--- src/rtl/eq_pkg.sv ---
// Shared definitions for the equalizer FIR band scheduler.
// Holds the scheduler state encoding, default band count and band indices.
package eq_pkg;

    localparam int NBANDS_DEF = 5;

    localparam int BAND_LP  = 0;
    localparam int BAND_LM  = 1;
    localparam int BAND_MID = 2;
    localparam int BAND_HM  = 3;
    localparam int BAND_HP  = 4;

    typedef enum logic [2:0] {
        IDLE,
        CLR,
        RUN,
        DRAIN,
        WRB
    } sched_state_t;

endpackage

--- src/rtl/fir_tap_cnt.sv ---
// Tap counter for the shared FIR core: coefficient address with clear/increment,
// last-tap flag, and a ROM_LAT-deep delay line turning RUN-valid into acc_en.
// Ports: clk, rst (async, active high), i_clr, i_inc, i_run -> o_cnt, o_last, o_acc_en.
module fir_tap_cnt #(
    parameter int NTAPS   = 1023,
    parameter int ADDR_W  = 10,
    parameter int ROM_LAT = 1
) (
    input  logic              clk,
    input  logic              rst,
    input  logic              i_clr,
    input  logic              i_inc,
    input  logic              i_run,
    output logic [ADDR_W-1:0] o_cnt,
    output logic              o_last,
    output logic              o_acc_en
);

    logic [ADDR_W-1:0]  r_cnt;
    logic [ROM_LAT-1:0] r_dly;

    always_ff @(posedge clk or posedge rst) begin
        if (rst) begin
            r_cnt <= '0;
            r_dly <= '0;
        end else begin
            if (i_clr) begin
                r_cnt <= '0;
            end else if (i_inc) begin
                r_cnt <= r_cnt + 1'b1;
            end
            // acc_en follows each RUN cycle once the ROM data has arrived
            r_dly[0] <= i_run;
            for (int i = 1; i < ROM_LAT; i++) begin
                r_dly[i] <= r_dly[i-1];
            end
        end
    end

    assign o_cnt    = r_cnt;
    assign o_last   = (r_cnt == ADDR_W'(NTAPS - 1));
    assign o_acc_en = r_dly[ROM_LAT-1];

endmodule

--- src/rtl/fir_band_sched.sv ---
// Time-multiplexes one FIR MAC core across NBANDS equalizer bands per input sample.
// Ports: clk, rst, smpl_vld, band_en, ovr_clr -> band_sel, cff_ptr, sequencing,
//        acc_clr, acc_en, result_wr, done, busy, overrun.
module fir_band_sched
    import eq_pkg::*;
#(
    parameter int NBANDS  = NBANDS_DEF,
    parameter int NTAPS   = 1023,
    parameter int ADDR_W  = 10,
    parameter int ROM_LAT = 1,
    localparam int SEL_W  = (NBANDS > 1) ? $clog2(NBANDS) : 1
) (
    input  logic              clk,
    input  logic              rst,
    input  logic              smpl_vld,
    input  logic [NBANDS-1:0] band_en,
    input  logic              ovr_clr,
    output logic [SEL_W-1:0]  band_sel,
    output logic [ADDR_W-1:0] cff_ptr,
    output logic              sequencing,
    output logic              acc_clr,
    output logic              acc_en,
    output logic              result_wr,
    output logic              done,
    output logic              busy,
    output logic              overrun
);

    localparam int DRN_W = (ROM_LAT > 1) ? $clog2(ROM_LAT) : 1;

    sched_state_t      r_state;
    logic [NBANDS-1:0] r_en;
    logic [SEL_W-1:0]  r_band_sel;
    logic [DRN_W-1:0]  r_drn;
    logic              r_seq;
    logic              r_clr;
    logic              r_wr;
    logic              r_done;
    logic              r_busy;
    logic              r_pend;
    logic              r_ovr;

    logic              w_lo_vld;
    logic [SEL_W-1:0]  w_lo_sel;
    logic              w_nx_vld;
    logic [SEL_W-1:0]  w_nx_sel;
    logic              w_last;
    logic              w_acc_en;
    logic [ADDR_W-1:0] w_ptr;
    logic              w_cnt_clr;
    logic              w_cnt_inc;
    logic              w_run;
    logic              w_fin;
    logic              w_drop;

    // lowest enabled band in the live mask: first band of a new job
    always_comb begin
        w_lo_vld = 1'b0;
        w_lo_sel = '0;
        for (int i = NBANDS - 1; i >= 0; i--) begin
            if (band_en[i]) begin
                w_lo_vld = 1'b1;
                w_lo_sel = SEL_W'(i);
            end
        end
    end

    // next enabled band strictly above the current one in the frozen mask
    always_comb begin
        w_nx_vld = 1'b0;
        w_nx_sel = '0;
        for (int i = NBANDS - 1; i >= 0; i--) begin
            if (r_en[i] && (i > int'(r_band_sel))) begin
                w_nx_vld = 1'b1;
                w_nx_sel = SEL_W'(i);
            end
        end
    end

    assign w_run     = (r_state == RUN);
    assign w_cnt_inc = w_run && !w_last;
    // clearing in WRB puts the pointer at 0 for the following CLR or IDLE
    assign w_cnt_clr = (r_state == IDLE) || (r_state == WRB);
    assign w_fin     = (r_state == WRB) && !w_nx_vld;
    assign w_drop    = smpl_vld && (r_state != IDLE) && r_pend;

    fir_tap_cnt #(
        .NTAPS   (NTAPS),
        .ADDR_W  (ADDR_W),
        .ROM_LAT (ROM_LAT)
    ) u_tap_cnt (
        .clk      (clk),
        .rst      (rst),
        .i_clr    (w_cnt_clr),
        .i_inc    (w_cnt_inc),
        .i_run    (w_run),
        .o_cnt    (w_ptr),
        .o_last   (w_last),
        .o_acc_en (w_acc_en)
    );

    always_ff @(posedge clk or posedge rst) begin
        if (rst) begin
            r_state    <= IDLE;
            r_en       <= '0;
            r_band_sel <= SEL_W'(BAND_LP);
            r_drn      <= '0;
            r_seq      <= 1'b0;
            r_clr      <= 1'b0;
            r_wr       <= 1'b0;
            r_done     <= 1'b0;
            r_busy     <= 1'b0;
        end else begin
            r_clr  <= 1'b0;
            r_wr   <= 1'b0;
            r_done <= 1'b0;
            unique case (r_state)
                IDLE: begin
                    if (smpl_vld) begin
                        r_en <= band_en;
                        if (w_lo_vld) begin
                            r_state    <= CLR;
                            r_band_sel <= w_lo_sel;
                            r_clr      <= 1'b1;
                            r_seq      <= 1'b1;
                            r_busy     <= 1'b1;
                        end else begin
                            r_done <= 1'b1;
                        end
                    end
                end
                CLR: begin
                    r_state <= RUN;
                end
                RUN: begin
                    if (w_last) begin
                        r_state <= DRAIN;
                        r_drn   <= '0;
                    end
                end
                DRAIN: begin
                    if (r_drn == DRN_W'(ROM_LAT - 1)) begin
                        r_state <= WRB;
                        r_seq   <= 1'b0;
                        r_wr    <= 1'b1;
                        r_done  <= !w_nx_vld;
                    end else begin
                        r_drn <= r_drn + 1'b1;
                    end
                end
                WRB: begin
                    if (w_nx_vld) begin
                        r_state    <= CLR;
                        r_band_sel <= w_nx_sel;
                        r_clr      <= 1'b1;
                        r_seq      <= 1'b1;
                    end else if (r_pend || smpl_vld) begin
                        // queued sample: restart without passing through IDLE
                        r_en <= band_en;
                        if (w_lo_vld) begin
                            r_state    <= CLR;
                            r_band_sel <= w_lo_sel;
                            r_clr      <= 1'b1;
                            r_seq      <= 1'b1;
                        end else begin
                            r_state    <= IDLE;
                            r_band_sel <= '0;
                            r_busy     <= 1'b0;
                            r_done     <= 1'b1;
                        end
                    end else begin
                        r_state    <= IDLE;
                        r_band_sel <= '0;
                        r_busy     <= 1'b0;
                    end
                end
                default: begin
                    r_state <= IDLE;
                end
            endcase
        end
    end

    always_ff @(posedge clk or posedge rst) begin
        if (rst) begin
            r_pend <= 1'b0;
            r_ovr  <= 1'b0;
        end else begin
            if (w_fin) begin
                r_pend <= 1'b0;
            end else if (smpl_vld && (r_state != IDLE)) begin
                r_pend <= 1'b1;
            end
            // a fresh drop wins over a simultaneous clear
            r_ovr <= (r_ovr && !ovr_clr) || w_drop;
        end
    end

    assign band_sel   = r_band_sel;
    assign cff_ptr    = w_ptr;
    assign sequencing = r_seq;
    assign acc_clr    = r_clr;
    assign acc_en     = w_acc_en;
    assign result_wr  = r_wr;
    assign done       = r_done;
    assign busy       = r_busy;
    assign overrun    = r_ovr;

endmodule

--- config.mk ---
export PLATFORM = sky130hd
export DESIGN_NAME = fir_band_sched
export DESIGN_NICKNAME = d
export VERILOG_FILES = /design/src/rtl/eq_pkg.sv /design/src/rtl/fir_tap_cnt.sv /design/src/rtl/fir_band_sched.sv
export SDC_FILE = /design/constraint.sdc
export NUM_CORES = 1
export LEC_CHECK = 0
export CAP_MARGIN = 20
export CORE_UTILIZATION = 51
export DETAILED_ROUTE_END_ITERATION = 7
export GPL_TIMING_DRIVEN = 1
export PLACE_DENSITY = 0.79
export SLEW_MARGIN = 10
export SYNTH_ARGS = -nofsm -noshare
export SYNTH_HDL_FRONTEND = slang
export SYNTH_SLANG_ARGS = --single-unit
export TNS_END_PERCENT = 20
--- constraint.sdc ---
create_clock -name clk -period 2.3 [get_ports clk]
set_input_delay 0.345 -clock clk [delete_from_list [all_inputs] [get_ports clk]]
set_output_delay 0.345 -clock clk [all_outputs]
set_load 0.005 [all_outputs]
# Word level (Yosys, flattened, before mapping)
# Index checks and enable logic that the tools add are counted.
classes:
  mux: 68
  eq_ne: 13
  order_cmp: 4
  n_reduce_logical: 28
  addsub: 2
ops:
  columns: ["operator", "count"]
  rows:
  - ["2-to-1 mux 3 bit", 20]
  - ["2-to-1 mux 1 bit", 35]
  - ["2-to-1 mux 10 bit", 2]
  - ["2-to-1 mux 5 bit", 3]
  - ["case mux 3 bit (5 select lines)", 1]
  - ["AND reduction 4 bit", 3]
  - ["adder 10 x 1 -> 10 bit, second input constant", 1]
  - ["== test 10 bit, second input constant", 1]
  - ["inequality test 2 bit, second input constant", 5]
  - ["case mux 5 bit (2 select lines)", 1]
  - ["logical AND 1 bit", 9]
  - ["nonzero test 2 bit", 4]
  - ["== test 3 x 2 -> 1 bit, second input constant", 2]
  - ["greater-than comparator 2 x 3 -> 1 bit, first input constant", 2]
  - ["case mux 1 bit (2 select lines)", 3]
  - ["case mux 1 bit (3 select lines)", 2]
  - ["case mux 3 bit (2 select lines)", 1]
  - ["nonzero test 3 bit", 2]
  - ["AND reduction 5 bit", 1]
  - ["== test 3 x 1 -> 1 bit, second input constant", 1]
  - ["== test 3 bit, second input constant", 1]
  - ["greater-than comparator 1 x 3 -> 1 bit, first input constant", 1]
  - ["greater-than comparator 3 bit, first input constant", 1]
  - ["zero test 1 bit", 3]
  - ["8 further kinds", 10]
word_totals:
  in_bits: 9
  register_bits: 30
  out_inout_bits: 20

# Logic depth before layout (Yosys ltp)
# Gate-level depths: netlist of run 1.
depth:
  depth_word: 9
  ltp_mapped: 7

# By module
# Synthesis of run 1 repeated with hierarchy kept, for this count alone.
unflattened:
  cells_unflattened: 154
  hier_area_um2: 1501.4
by_module_without_submodules:
  columns: ["mod", "cells_per_inst", "area_each_um2", "n_inst"]
  rows:
  - ["fir_band_sched", 100, 943.4, 1]
  - ["fir_tap_cnt", 54, 558.0, 1]

# Least setup slack after synthesis of run 1
# Ideal clock, no wire load.
synth_timing:
  path_kind: "reg2reg"
  from: "reg r_en[3]"
  to: "reg r_en[1]"
  path_stages_with_launch: 6
  required_ns: 2.172
  path_buffers: 0
  synth_period_minus_slack_ns: 1.800
  t_arrival_ns: 1.672
  slack_ns: 0.500
  cell_sequence: "dfrtp_1 -> o21bai_2 -> a21oi_1 -> or3_1 -> a211o_1 -> mux2_1"
synth_between:
  elab_chain_cells: 6
synth_rtl:
  columns: ["item", "line", "rtl"]
  rows:
  - ["start: declaration", "fir_band_sched.sv:32", "logic [NBANDS-1:0] r_en;"]
  - ["start signal: assignment", "fir_band_sched.sv:120", "r_en <= band_en;"]
  - ["start signal: assignment", "fir_band_sched.sv:159", "r_en <= band_en;"]
  - ["logical AND 1 bit", "fir_band_sched.sv:73", "if (r_en[i] && (i > int'(r_band_sel))) begin"]
  - ["2-to-1 mux 1 bit (3 in a row)", "fir_band_sched.sv:73", null]
  - ["inequality test 2 bit (no source line)", null, null]
  - ["AND reduction 4 bit (no source line)", null, null]
# Every way passes these cells.
# A chain may end at the register's enable or synchronous reset.

# Worst setup path after layout of run 1
layout_timing:
  from: "reg r_state[1]"
  to: "reg u_tap_cnt.r_cnt[9] (netlist: u_tap_cnt.o_cnt[9])"
layout_between:
  elab_chain_cells: 3
  elab_cells_between_ends: 7
layout_rtl:
  columns: ["item", "line", "rtl"]
  rows:
  - ["start: declaration", "fir_band_sched.sv:31", "sched_state_t r_state;"]
  - ["start signal: assignment", "fir_band_sched.sv:104", "r_state <= IDLE;"]
  - ["start signal: assignment", "fir_band_sched.sv:122", "r_state <= CLR;"]
  - ["start signal: assignment", "fir_band_sched.sv:133", "r_state <= RUN;"]
  - ["== test 3 x 2 -> 1 bit", "fir_band_sched.sv:80", "assign w_run = (r_state == RUN);"]
  - ["via u_tap_cnt.i_run", "fir_tap_cnt.sv:13", "input logic i_run,"]
  - ["logical AND 1 bit", "fir_band_sched.sv:81", "assign w_cnt_inc = w_run && !w_last;"]
  - ["nonzero test 2 bit (no source line)", null, null]
  - ["end signal: assignment", "fir_tap_cnt.sv:30", "r_cnt <= r_cnt + 1'b1;"]
  - ["end: declaration", "fir_tap_cnt.sv:19", "logic [ADDR_W-1:0] r_cnt;"]
# The timed path passes the listed nets, and every way through them passes these cells.

==> results.py, run 1 <==
metrics = {
    "sta": {
        "setup_viol": 0,
        "rsz0062_at_grt": "no",
        "drv_slew": 0,
        "fin_skew_ns": 0.01242,
        "number_of_hold_violations_in_the_final_report": 0,
        "layout_worst_path_cycle_share": 0.8660,
        "clock.fmax_mhz": 502.1,
        "fin_crit_ns": 1.992,
        "setup_tns_ns": 0,
        "transition_time_at_the_pin_with_the_least_slew_margin_ns": 0.5821,
        "max_slew_margin": 0.6089,
    },
    "global_route": {
        "globalRoute.totalOverflow": 0,
        "antenna_violations_before_repair": 0,
        "first_global_vias": 1212,
        "grt_usage": 0.2149,
        "pin_count_of_the_biggest_net_entering_global_routing": 29,
        "grt_pass1_wl_um": 5313,
    },
    "clocking": {
        "ctsHtreeMaxLevel": 1,
        "insertion_delay_ns": 0.33,
        "numClockSinks": 28,
        "max-clock-path-buffers": 2,
        "clock_tree.root_cell": "clkbuf_4",
        "postCtsSetupBuffers": 0,
        "cts-buffers-inserted": 3,
        "number_of_gates_given_a_new_drive_strength_after_cts": 0,
        "tritoncts_clock_tree": "done",
        "path_clk_slew_ns": 0.16,
        "ctsHoldBuffers": 0,
    },
    "critical_path": {
        "crit_path_max_fanout": 9,
        "startpoint_type": "flop",
        "crit_path_end_kind": "flop",
        "worst-endpoint-arrival_ns": 2.22,
        "required_ns": 2.53,
        "path_class": "flop to flop",
    },
    "layout": {
        "areaGrowthSynthToFinish_pct": 26.28,
        "layout-drive-gt1-share": 0.06452,
        "layout.filler_cells": 224,
        "layout_nets": 198,
        "stdcell_count": 217,
        "diodes": 0,
    },
    "floorplanning": {
        "floorplan.initialDensity": 0.5364,
        "core_area_mm2": 0.002734,
        "die_y_um": 55.62,
        "placement_rows": 19,
        "die-area_mm2": 0.003094,
        "fp.dieW_um": 55.62,
        "ioPinCount": 29,
    },
    "synthesis": {
        "syn_inst": 155,
        "yosys_most_used_dff": "dfrtp_1",
        "synth_seq_cells": 28,
        "postSynth.asyncResetShare": 1.000,
        "seq_area_frac_synth": 0.4778,
        "post_synth_instance_area_mm2": 0.001466,
        "ys_top_cells_by_area": "dfrtp_1 48%, a21oi_1 3.8%, nor2_1 3.3%, nand2_1 2.8%, nor3_1 2.4%",
        "synth.distinct_cells": 46,
        "synth_commonest_cells": "28 x dfrtp_1, 13 x nor2_1, 11 x a21oi_1, 11 x nand2_1, 9 x inv_1",
        "postSynthAreaPerCell_um2": 9.461,
        "yosysWarningCount": 0,
        "synthDominantAreaCellType": "dfrtp_1",
        "yosysTopAreaCellShare": 0.4778,
        "yosys.cell_count.top_type": "dfrtp_1",
        "synth-edff-count": 0,
        "synth_fp_nets": 166,
    },
    "min_path": {
        "hp-class": "input port to async pin",
    },
    "job": {
        "max_cap_viol_count": 0,
    },
    "place": {
        "dpl.cell_count": 213,
        "hpwl_um": 2309,
        "gp_congestion": 0.9214,
        "numPortBuffers": 28,
    },
    "power_and_ir_drop": {
        "power_density_mw_per_mm2": 1082,
        "vdd.ir_drop.worst_uv": 865.2,
        "power_leakage_nw": 0.7905,
    },
    "routing": {
        "detail_route.first_pass.iterations": 4,
        "routedWlPerCell_um": 14.39,
        "drt_drc_violations_left": 0,
        "vias": 1266,
        "drtIter0Drc": 39,
        "drt-vias-per-instance": 5.834,
        "antenna_violating_nets_post_route": 0,
        "wl_um": 3123,
    },
    "outcome": {
        "run_status": "finished, final reports clean",
    },
}
## sequential cells by signal, indices dropped and copies added (netlist names)
name,flops
r_en,4
r_state,3
band_sel,3
done,1
sequencing,1
acc_clr,1
u_tap_cnt.o_cnt,10
busy,1
r_pend,1
overrun,1
u_tap_cnt.o_acc_en,1
result_wr,1
## power breakdown
group	total, mW	internal (mW)	switching (mW)
Sequential	0.819	0.648	0.170
Clock	0.324	0.176	0.148
Combinational	0.862	0.447	0.415
Total	2.00	1.27	0.733
## final timing paths
kind                             from            endpoint  slack, ns  depth (start not counted)
max reg2reg                r_state[1]  u_tap_cnt.o_cnt[9]       0.31                          5
max in group asynchronous         rst  u_tap_cnt.o_acc_en       1.67                          3
max                        r_state[1]  u_tap_cnt.o_cnt[9]       0.31                          5
min in group clk              r_en[1]             r_en[1]       0.51                          1
min reg2reg                   r_en[1]             r_en[1]       0.51                          1
min                               rst             r_en[1]       0.36                          3
## layout make-up
| type | count | area [um2] | share of cell area |
|---|---|---|---|
| Multi-Input combinational cell | 112 | 708.2 | 0.3824 |
| Sequential cell | 28 | 700.7 | 0.3784 |
| Timing Repair Buffer | 33 | 317.8 | 0.1716 |
| Tap cell | 31 | 38.79 | 0.02095 |
| Inverter | 9 | 33.78 | 0.01824 |
| Clock inverter | 1 | 30.03 | 0.01622 |
| Clock buffer | 3 | 22.52 | 0.01216 |
## critical path, cell delays in order (launching register included)
cell and delay (ns):
dfrtp_1 0.51, nor3b_2 0.33, nand3_1 0.14, nor3b_1 0.53, a31oi_1 0.16, a41o_1 0.22
## cell families after synthesis
logic type,count (synthesis),share of synthesized area
DFF,28,0.4778
adders and majority gates,2,0.01706
muxes,4,0.02986
buffers and inverters,15,0.03924
xor gates and xnor gates,5,0.02987
and+or+nand+nor,63,0.2330
AOI/OAI and AO/OA,38,0.1732
## stage by stage
step	instance area [um2]	power (mW)	setup WS [ns]	hold WS, ns	utilization
floorplan	1466	1.349	0.5000	0.4104	-
global placement	1799	1.666	0.1548	0.4806	0.6581
detailed placement	1799	1.689	0.04754	0.4781	0.6581
CTS	1852	2.013	0.2869	0.3748	0.6773
global route	1852	2.149	0.09054	0.3855	0.6773
finish	1852	2.004	0.3083	0.3594	0.6773
## layer usage
| layer | vias up | track usage | share of wire |
|---|---|---|---|
| met1 | 612 | 0.2969 | 0.48 |
| met2 | 25 | 0.3460 | 0.48 |
| li1 | 625 | - | - |
| met4 | 0 | 0.07500 | 0.0074 |
| met5 | - | 0 | 0 |
| met3 | 4 | 0.03488 | 0.034 |
## cells in the final DEF (no fill, tap or decap), drive strengths merged, types with 2 or more instances in the layout
master	instances
nand4	3
nor4	3
ha	2
clkbuf	3
nor3b	4
a31oi	3
and3b	2
nor3	7
xnor2	2
inv	9
nand3	6
nor2b	5
or3	2
xor2	3
nand2	11
o2bb2ai	2
o21bai	2
or2	2
buf	5
mux2	3
a221oi	2
a21oi	11
dfrtp	28
o21ai	8
clkdlybuf4s50	28
nor2	13
(Power assumes the default switching activity.)
==> inputs of run 2 (changes only) <==
--- a/config.mk
+++ b/config.mk
@@ -6,6 +6,8 @@
 export NUM_CORES = 1
 export LEC_CHECK = 0
 export CAP_MARGIN = 20
+export CORE_ASPECT_RATIO = 0.8
+export CORE_MARGIN = 5
 export CORE_UTILIZATION = 51
 export DETAILED_ROUTE_END_ITERATION = 7
 export GPL_TIMING_DRIVEN = 1
==> run 2 against run 1 <==
Utilization down 0.45 points. First-iteration DRC count rose to 2.7 times the previous value. Critical path depth unchanged. Non-clock buffer count unchanged. Final cell count up 3.2%. Final area up 0.47%. Total power up 3.0%. Sequential power up 2%. Wire length up 11%. Worst setup slack worse by 0.083 ns. Critical path type unchanged.
==> results.py, run 2 (same netlist as run 1, synthesis figures left out) <==
metrics = {
    "routing": {
        "drt-vias-per-instance": 5.862,
        "routedWlPerCell_um": 15.46,
        "met1_wire_length_um": 1604,
        "antenna_violating_nets_post_route": 0,
        "topRoutingLayerUsed": "met4",
        "drt_drc_violations_left": 0,
        "wl_um": 3463,
        "vias": 1313,
        "route.met3.wl_um": 273,
        "detail_route.first_pass.iterations": 4,
        "drtIter0Drc": 106,
        "routed-wl-met2_um": 1556,
    },
    "power_and_ir_drop": {
        "switchingPower_uw": 779.5,
        "power.share.sequential": 0.403,
        "power_mw": 2.064,
        "p_sw_frac": 0.3776,
        "power_density_mw_per_mm2": 1109,
        "p_comb_frac": 0.436,
        "vdd.ir_drop.worst_uv": 817.5,
        "power_leakage_nw": 0.7913,
        "clkPwrFrac": 0.161,
        "intPower_mw": 1.285,
    },
    "min_path": {
        "hp-class": "input port to async pin",
    },
    "clocking": {
        "numClockSinks": 28,
        "cts-buffers-inserted": 3,
        "insertion_delay_ns": 0.35,
        "tritoncts_clock_tree": "done",
        "clock_tree.root_cell": "clkbuf_4",
        "postCtsSetupBuffers": 0,
        "ctsHtreeMaxLevel": 1,
        "max-clock-path-buffers": 2,
        "ctsHoldBuffers": 0,
        "number_of_gates_given_a_new_drive_strength_after_cts": 0,
        "path_clk_slew_ns": 0.16,
    },
    "global_route": {
        "grt_pass1_wl_um": 6051,
        "pin_count_of_the_biggest_net_entering_global_routing": 29,
        "antenna_violations_before_repair": 0,
        "grt_usage": 0.1838,
        "first_global_vias": 1244,
        "globalRoute.totalOverflow": 0,
    },
    "floorplanning": {
        "die_y_um": 57.96,
        "floorplan.initialDensity": 0.5303,
        "core_area_mm2": 0.002765,
        "fp.dieW_um": 69.95,
        "die-area_mm2": 0.004054,
        "ioPinCount": 29,
        "placement_rows": 17,
    },
    "job": {
        "max_cap_viol_count": 0,
    },
    "critical_path": {
        "crit_path_max_fanout": 6,
        "worst-endpoint-arrival_ns": 2.31,
        "cp_slowest_cell": "nor3b_1",
        "required_ns": 2.54,
        "cp_slowest_stage_delay_ns": 0.53,
        "worstPathBufferInverterCount": 0,
        "critical_path.top_delay_family": "simple AND/OR/NAND/NOR gates",
        "path_class": "flop to flop",
        "path_cells": "nor2b_1 > nor3b_1 > or3_1 > a211o_1 > mux2_1",
        "startpoint_type": "flop",
        "crit_path_end_kind": "flop",
    },
    "sta": {
        "max_slew_margin": 0.5652,
        "setup_tns_ns": 0,
        "rsz0062_at_grt": "no",
        "number_of_hold_violations_in_the_final_report": 0,
        "drv_slew": 0,
        "transition_time_at_the_pin_with_the_least_slew_margin_ns": 0.6472,
        "layout_worst_path_cycle_share": 0.9018,
        "clock.fmax_mhz": 482.1,
        "setup_viol": 0,
        "fin_skew_ns": 0.01448,
        "fin_crit_ns": 2.074,
    },
    "place": {
        "hpwl_um": 2553,
        "numPortBuffers": 28,
        "gp_congestion": 0.9467,
    },
    "layout": {
        "areaGrowthSynthToFinish_pct": 26.88,
        "layout_nets": 198,
        "layout-drive-gt1-share": 0.06452,
        "most_used_cells_in_the_layout_excluding_fill_and_tap_cells": "28 x dfrtp_1, 28 x clkdlybuf4s50_1, 13 x nor2_1",
        "diodes": 0,
        "largest_register_ffs": 10,
    },
    "outcome": {
        "run_status": "finished, final reports clean",
    },
}
## run 2: metal layers
metal | vias to the layer above | GRT usage
met5 | - | 0
li1 | 619 | -
met2 | 62 | 0.2759
met1 | 628 | 0.2557
met3 | 4 | 0.06412
met4 | 0 | 0.04645
## run 2: tightest hold or removal path: stages
cell	delay, ns
clkdlybuf4s50_1	0.40
inv_1	0.05
buf_4	0.33
## run 2: final cells by class
class / count / area [um2]
well taps: 38 / 47.55
flip-flops and latches: 28 / 700.7
multi-input cells: 112 / 708.2
inverters: 9 / 33.78
clock buffers: 3 / 22.52
fillers: 231 / 904.6
clock inverters: 1 / 30.03
repair buffers: 33 / 317.8
## run 2: power by group through the flow
stage	sequential (mW)	clock, mW	combinational, mW
2_1_floorplan	0.778	0	0.570
3_3_place_gp	0.830	0	0.868
3_5_place_dp	0.839	0	0.889
4_1_cts	0.829	0.334	0.896
5_1_grt	0.866	0.356	0.983
6_report	0.833	0.332	0.899
## run 2: worst paths after layout
path	startpoint	to	slack, ns	cells past startpoint
worst max-delay path	band_sel[1]	r_en[1]	0.23	5
max in group asynchronous	rst	r_state[0]	1.68	3
worst max register to register	band_sel[1]	r_en[1]	0.23	5
min in group clk	busy	busy	0.53	1
worst min register to register	busy	busy	0.53	1
worst min-delay path	rst	band_sel[1]	0.34	3
## run 2: through the flow
stage	cells	utilization	area (um2)	hold slack [ns]	setup slack, ns
final	224	0.6729	1861	0.3379	0.2258
after global routing	224	0.6729	1861	0.3808	0.1416
after CTS	224	0.6729	1861	0.3574	0.2796
after detailed placement	220	0.6538	1808	0.4964	0.06777
after global placement	220	0.6538	1808	0.4764	0.2047
after floorplan	155	-	1466	0.4104	0.5000
==> inputs of run 3 (changes only) <==
--- a/config.mk
+++ b/config.mk
@@ -9,6 +9,7 @@
 export CORE_ASPECT_RATIO = 0.8
 export CORE_MARGIN = 5
 export CORE_UTILIZATION = 51
+export CTS_CLUSTER_DIAMETER = 60
 export DETAILED_ROUTE_END_ITERATION = 7
 export GPL_TIMING_DRIVEN = 1
 export PLACE_DENSITY = 0.79
==> results of run 3 <==
Same layout as run 2: the final DEF is identical, and so are final timing and power.
